### src/rtl/riscv_mc_pkg.sv
// Shared types and encodings for the multicycle RISC-V controller.
package riscv_mc_pkg;

    typedef enum logic [3:0] {
        S_FETCH    = 4'd0,
        S_DECODE   = 4'd1,
        S_MEMADR   = 4'd2,
        S_MEMREAD  = 4'd3,
        S_MEMWB    = 4'd4,
        S_MEMWRITE = 4'd5,
        S_EXECUTER = 4'd6,
        S_EXECUTEI = 4'd7,
        S_ALUWB    = 4'd8,
        S_BEQ      = 4'd9,
        S_JAL      = 4'd10
    } state_t;

    localparam logic [6:0] OP_LOAD  = 7'b0000011;
    localparam logic [6:0] OP_STORE = 7'b0100011;
    localparam logic [6:0] OP_RTYPE = 7'b0110011;
    localparam logic [6:0] OP_ITYPE = 7'b0010011;
    localparam logic [6:0] OP_BEQ   = 7'b1100011;
    localparam logic [6:0] OP_JAL   = 7'b1101111;

    localparam logic [1:0] SRCA_PC    = 2'b00;
    localparam logic [1:0] SRCA_OLDPC = 2'b01;
    localparam logic [1:0] SRCA_RS1   = 2'b10;

    localparam logic [1:0] SRCB_RS2  = 2'b00;
    localparam logic [1:0] SRCB_IMM  = 2'b01;
    localparam logic [1:0] SRCB_FOUR = 2'b10;

    localparam logic [1:0] RES_ALUOUT    = 2'b00;
    localparam logic [1:0] RES_DATA      = 2'b01;
    localparam logic [1:0] RES_ALURESULT = 2'b10;

    localparam logic [1:0] IMM_I = 2'b00;
    localparam logic [1:0] IMM_S = 2'b01;
    localparam logic [1:0] IMM_B = 2'b10;
    localparam logic [1:0] IMM_J = 2'b11;

    localparam logic [2:0] ALU_ADD = 3'b000;
    localparam logic [2:0] ALU_SUB = 3'b001;
    localparam logic [2:0] ALU_AND = 3'b010;
    localparam logic [2:0] ALU_OR  = 3'b011;
    localparam logic [2:0] ALU_SLT = 3'b101;

    localparam logic [1:0] ALUOP_ADD   = 2'b00;
    localparam logic [1:0] ALUOP_SUB   = 2'b01;
    localparam logic [1:0] ALUOP_FUNCT = 2'b10;

    // Immediate format follows the opcode alone, independent of state.
    function automatic logic [1:0] imm_src(input logic [6:0] op);
        case (op)
            OP_STORE: imm_src = IMM_S;
            OP_BEQ:   imm_src = IMM_B;
            OP_JAL:   imm_src = IMM_J;
            default:  imm_src = IMM_I;
        endcase
    endfunction

endpackage

### src/rtl/mc_aludec.sv
// ALU operation decode from the FSM's ALUOp request and instruction fields.
module mc_aludec
    import riscv_mc_pkg::*;
(
    input  logic [1:0] aluop,
    input  logic       opb5,
    input  logic [2:0] funct3,
    input  logic       funct7b5,
    output logic [2:0] alucontrol
);

    always_comb begin
        alucontrol = ALU_ADD;
        case (aluop)
            ALUOP_ADD: alucontrol = ALU_ADD;
            ALUOP_SUB: alucontrol = ALU_SUB;
            default: begin
                case (funct3)
                    // addi has op[5]=0, so an immediate with bit 30 set still adds
                    3'b000:  alucontrol = (opb5 & funct7b5) ? ALU_SUB : ALU_ADD;
                    3'b010:  alucontrol = ALU_SLT;
                    3'b110:  alucontrol = ALU_OR;
                    3'b111:  alucontrol = ALU_AND;
                    default: alucontrol = ALU_ADD;
                endcase
            end
        endcase
    end

endmodule

### src/rtl/riscv_mc_controller.sv
// Multicycle control FSM: one datapath micro-step per clock, Moore outputs
// except the BEQ PC enable, which follows Zero in the same cycle.
module riscv_mc_controller
    import riscv_mc_pkg::*;
(
    input  logic       clk,
    input  logic       reset,
    input  logic [6:0] op,
    input  logic [2:0] funct3,
    input  logic       funct7b5,
    input  logic       Zero,
    output logic       PCWrite,
    output logic       AdrSrc,
    output logic       MemWrite,
    output logic       IRWrite,
    output logic       RegWrite,
    output logic [1:0] ResultSrc,
    output logic [1:0] ALUSrcA,
    output logic [1:0] ALUSrcB,
    output logic [1:0] ImmSrc,
    output logic [2:0] ALUControl,
    output logic       InstrDone,
    output logic       IllegalOp
);

    state_t     state;
    state_t     next_state;
    logic       pcwrite_c;
    logic       memwrite_c;
    logic       irwrite_c;
    logic       regwrite_c;
    logic       instrdone_c;
    logic       illegalop_c;
    logic [1:0] aluop_c;

    always_ff @(posedge clk or posedge reset) begin
        if (reset) state <= S_FETCH;
        else       state <= next_state;
    end

    // Next-state and per-state control decode.
    always_comb begin
        next_state  = S_FETCH;
        pcwrite_c   = 1'b0;
        AdrSrc      = 1'b0;
        memwrite_c  = 1'b0;
        irwrite_c   = 1'b0;
        regwrite_c  = 1'b0;
        ResultSrc   = RES_ALUOUT;
        ALUSrcA     = SRCA_PC;
        ALUSrcB     = SRCB_RS2;
        aluop_c     = ALUOP_ADD;
        instrdone_c = 1'b0;
        illegalop_c = 1'b0;
        case (state)
            S_FETCH: begin
                irwrite_c  = 1'b1;
                pcwrite_c  = 1'b1;
                ALUSrcB    = SRCB_FOUR;
                ResultSrc  = RES_ALURESULT;
                next_state = S_DECODE;
            end
            S_DECODE: begin
                ALUSrcA = SRCA_OLDPC;
                ALUSrcB = SRCB_IMM;
                case (op)
                    OP_LOAD, OP_STORE: next_state = S_MEMADR;
                    OP_RTYPE:          next_state = S_EXECUTER;
                    OP_ITYPE:          next_state = S_EXECUTEI;
                    OP_BEQ:            next_state = S_BEQ;
                    OP_JAL:            next_state = S_JAL;
                    default: begin
                        illegalop_c = 1'b1;
                        instrdone_c = 1'b1;
                        next_state  = S_FETCH;
                    end
                endcase
            end
            S_MEMADR: begin
                ALUSrcA    = SRCA_RS1;
                ALUSrcB    = SRCB_IMM;
                next_state = (op == OP_LOAD) ? S_MEMREAD : S_MEMWRITE;
            end
            S_MEMREAD: begin
                AdrSrc     = 1'b1;
                next_state = S_MEMWB;
            end
            S_MEMWB: begin
                ResultSrc   = RES_DATA;
                regwrite_c  = 1'b1;
                instrdone_c = 1'b1;
            end
            S_MEMWRITE: begin
                AdrSrc      = 1'b1;
                memwrite_c  = 1'b1;
                instrdone_c = 1'b1;
            end
            S_EXECUTER: begin
                ALUSrcA    = SRCA_RS1;
                aluop_c    = ALUOP_FUNCT;
                next_state = S_ALUWB;
            end
            S_EXECUTEI: begin
                ALUSrcA    = SRCA_RS1;
                ALUSrcB    = SRCB_IMM;
                aluop_c    = ALUOP_FUNCT;
                next_state = S_ALUWB;
            end
            S_ALUWB: begin
                regwrite_c  = 1'b1;
                instrdone_c = 1'b1;
            end
            S_BEQ: begin
                ALUSrcA     = SRCA_RS1;
                aluop_c     = ALUOP_SUB;
                pcwrite_c   = Zero;
                instrdone_c = 1'b1;
            end
            S_JAL: begin
                ALUSrcA    = SRCA_OLDPC;
                ALUSrcB    = SRCB_FOUR;
                pcwrite_c  = 1'b1;
                next_state = S_ALUWB;
            end
            default: next_state = S_FETCH;
        endcase
    end

    mc_aludec u_aludec (
        .aluop      (aluop_c),
        .opb5       (op[5]),
        .funct3     (funct3),
        .funct7b5   (funct7b5),
        .alucontrol (ALUControl)
    );

    // Reset pins the state to FETCH asynchronously; enables are also masked
    // so a write in flight drops in the same cycle reset rises.
    assign PCWrite   = pcwrite_c   & ~reset;
    assign MemWrite  = memwrite_c  & ~reset;
    assign IRWrite   = irwrite_c   & ~reset;
    assign RegWrite  = regwrite_c  & ~reset;
    assign InstrDone = instrdone_c & ~reset;
    assign IllegalOp = illegalop_c & ~reset;
    assign ImmSrc    = imm_src(op);

endmodule

### config.mk
export PLATFORM = sky130hd
export DESIGN_NAME = riscv_mc_controller
export DESIGN_NICKNAME = d
export VERILOG_FILES = /design/src/rtl/riscv_mc_pkg.sv /design/src/rtl/mc_aludec.sv /design/src/rtl/riscv_mc_controller.sv
export SDC_FILE = /design/constraint.sdc
export NUM_CORES = 1
export LEC_CHECK = 0
export CAP_MARGIN = 20
export CORE_MARGIN = 3
export CORE_UTILIZATION = 40
export CTS_BUF_LIST = sky130_fd_sc_hd__clkbuf_16
export DETAILED_ROUTE_END_ITERATION = 16
export DONT_BUFFER_PORTS = 1
export GPL_TIMING_DRIVEN = 0
export PLACE_DENSITY_LB_ADDON = 0.3
export SYNTH_ARGS = -nofsm -noshare
export SYNTH_HDL_FRONTEND = slang
export SYNTH_SLANG_ARGS = --single-unit
### constraint.sdc
create_clock -name clk -period 3.75 [get_ports clk]
set_input_delay 0.75 -clock clk [delete_from_list [all_inputs] [get_ports clk]]
set_output_delay 0.75 -clock clk [all_outputs]
set_load 0.05 [all_outputs]
==> results.yml <==
logic_synthesis:
  yosys-top-cells-area: "dfrtp_1 17%, nor3_1 6.9%, xnor2_1 4.5%"
  yosysTopAreaCell: "dfrtp_1"
  synth_compound_area_share_pct: 22.9
  syn_nets: 94
  ys_ff_latch: 4
  syn_inst: 80
  synth-xor-area-share_pct: 6.06
  avgSynthCellArea_um2: 7.23
  synth_edf_count: 0
  synthDistinctLibCells: 35
  synthMuxAreaShare_pct: 1.95
  async_flop_share_pct: 100
  synth-simple-area-share_pct: 41.6
  synth_top_family_by_area: "simple AND/OR/NAND/NOR gates"
  netlist.area_leader.share_pct: 17.3
  yosysWarnings: 0
  synthAdderAreaFrac_pct: 0
  ys.flop_type: "dfrtp_1"
  synth-seq-area-share_pct: 17.3
  netlist_area_um2: 578
sta:
  fin_skew_ps: 0.988
  slew_viol_final: 0
  period_minus_slack_ps: 2860
  hold_viol: 0
  tns_ps: 0
  maxSlewHeadroom_pct: 29.9
  layout_setup_ws_ps: 888
  max_slew.worst_pin.slew_ps: 1060
  fin_crit_sh_pct: 76.3
  fmax_mhz: 349
  finalSetupViolations: 0
  rsz0062_at_grt: "false"
status:
  status: "finished, final reports clean"
routing:
  vias_per_cell: 6.04
  drt_iter0_markers: 16
  drcViolationCount: 0
  first_pass_iters: 4
  vias: 646
  postRouteAntennaNets: 0
  wirelength_um: 1560
  wl_per_cell_um: 14.6
final_layout:
  drive_gt1_share_pct: 26.1
  nNetsFinal: 108
  final_util_pct: 56.8
  regMostFlops: "state"
  reg.largest.list: "state (4)"
  diodes: 0
  area_delta_synth_final_pct: 31.2
  final_cell_area_um2: 758
  largest_reg_flops: 4
placement:
  place_area_um2: 683
  port_buffers: 0
  dp_hpwl_um: 1220
  place_ws_ps: 1040
  gp_congestion: 0.751
power:
  power_density_mw_per_mm2: 703
  leakage_nw: 0.300
  irDropWorstVdd_uv: 349
global_route:
  grt.met3_usage_pct: 5.69
  grt_busiest_layer: "met2"
  grt_first_pass_wirelength_um: 2440
  grt_pass1_vias: 562
  grtUsageMet1_pct: 21.6
  grt_use_total_pct: 16.6
  overflow: 0
  grt_max_degree: 11
  antenna_found_initial: 0
  met2_usage_pct: 25.3
clocking:
  cts_buffers: 3
  clockBufferDepth: 2
  cts.sinks: 4
  post_cts_buffers: 0
  clockRootBuffer: "clkbuf_16"
  hold_buffers: 0
  cts.clk_slew.worst_paths_ps: 30
  worstSkewPairLatency_ps: 220
  h-tree-depth: 1
  cts_resized: 0
  cts_tree: "yes"
hold_path:
  hp-class: "in -> async"
critical_path:
  start_kind: "flip-flop"
  arrival_ps: 2110
  path_max_fanout: 7
  worstPathRequired_ps: 3000
  crit_type: "reg -> out"
  cp-end-kind: "primary output"
floorplan:
  start_util_pct: 43.3
  io_pins: 32
  dieArea_mm2: 0.00194
  die_w_um: 44.0
  die_h_um: 44.0
  fp.coreArea_mm2: 0.00133
  rows: 13
flow_run:
  maxCapViolations: 0
==> per-layer routing <==
layer / up-vias / wire length (um)
li1: 319 / -
met1: 303 / 691
met2: 22 / 766
met3: 2 / 94
met4: 0 / 6
met5: - / 0
==> critical path, stage by stage (launching register included) <==
cell and delay (ps):
dfrtp_1 370, buf_6 140, or4b_4 570, o31ai_2 820
==> power by group <==
part | total (mW) | leakage, nW | internal, mW | switching [mW]
Clock | 0.163 | 0.0370 | 0.136 | 0.0267
Sequential | 0.0513 | 0.0537 | 0.0497 | 0.00163
Combinational | 0.319 | 0.210 | 0.0929 | 0.226
Total | 0.533 | 0.300 | 0.279 | 0.254
==> layout by cell type, fill, tap and decap left out, types with 2 or more instances in the layout <==
master | Yosys | layout
nor3_1 | 8 | 8
buf_4 | 0 | 8
inv_1 | 6 | 6
nor2_1 | 5 | 5
clkbuf_1 | 4 | 4
nand2b_1 | 4 | 4
or3_1 | 4 | 4
nand2_1 | 4 | 4
dfrtp_1 | 4 | 4
nand3_1 | 3 | 3
a21oi_1 | 3 | 3
xnor2_1 | 3 | 3
clkbuf_16 | 0 | 3
buf_2 | 2 | 2
nor2b_1 | 2 | 2
o22ai_1 | 2 | 2
nor4_2 | 0 | 2
o22a_1 | 2 | 2
==> path summary, 6_finish.rpt <==
path                          start  cells after the start  slack [ps]   endpoint
max                        state[2]                      3         890  InstrDone
min                           reset                      1         310   state[0]
min in group clk           state[1]                      2         730   state[3]
max reg2reg                state[2]                      4        2230   state[1]
max in group asynchronous     reset                      1        3280   state[3]
min reg2reg                state[1]                      2         730   state[3]
==> cells in the mapped netlist, types with 2 or more instances <==
| library cell | n |
|---|---|
| clkbuf_1 | 4 |
| or3_1 | 4 |
| nor2_1 | 5 |
| xnor2_1 | 3 |
| inv_1 | 6 |
| nor4_1 | 3 |
| nor2b_1 | 2 |
| a21oi_1 | 3 |
| nand2_1 | 4 |
| o22a_1 | 2 |
| dfrtp_1 | 4 |
| o22ai_1 | 2 |
| o21ai_0 | 2 |
| nor3_1 | 8 |
| nand2b_1 | 4 |
| nor3b_1 | 2 |
| nand3_1 | 3 |
| buf_2 | 2 |
==> through the flow <==
step	total power, mW	hold WS [ps]	cells
after floorplan	0.308	521	80
after global placement	0.329	532	95
after detailed placement	0.370	540	104
after CTS	0.534	309	107
after global routing	0.560	316	107
final	0.533	308	107
==> area by class of cell <==
class / instances / area, um2
Inverter: 6 / 22.5
Multi-Input combinational cell: 63 / 442
Timing Repair Buffer: 9 / 63.8
Buffer: 7 / 36.3
Tap cell: 15 / 18.8
Clock buffer: 3 / 75.1
Sequential cell: 4 / 100
Fill cell: 132 / 576
==> cells by family after synthesis <==
| family | after synthesis |
|---|---|
| xor gates and xnor gates | 4 |
| and+or+nand+nor | 41 |
| AOI/OAI and AO/OA | 17 |
| buffers and inverters | 13 |
| DFF | 4 |
| muxes | 1 |
Power figures use the tool's default switching activity.
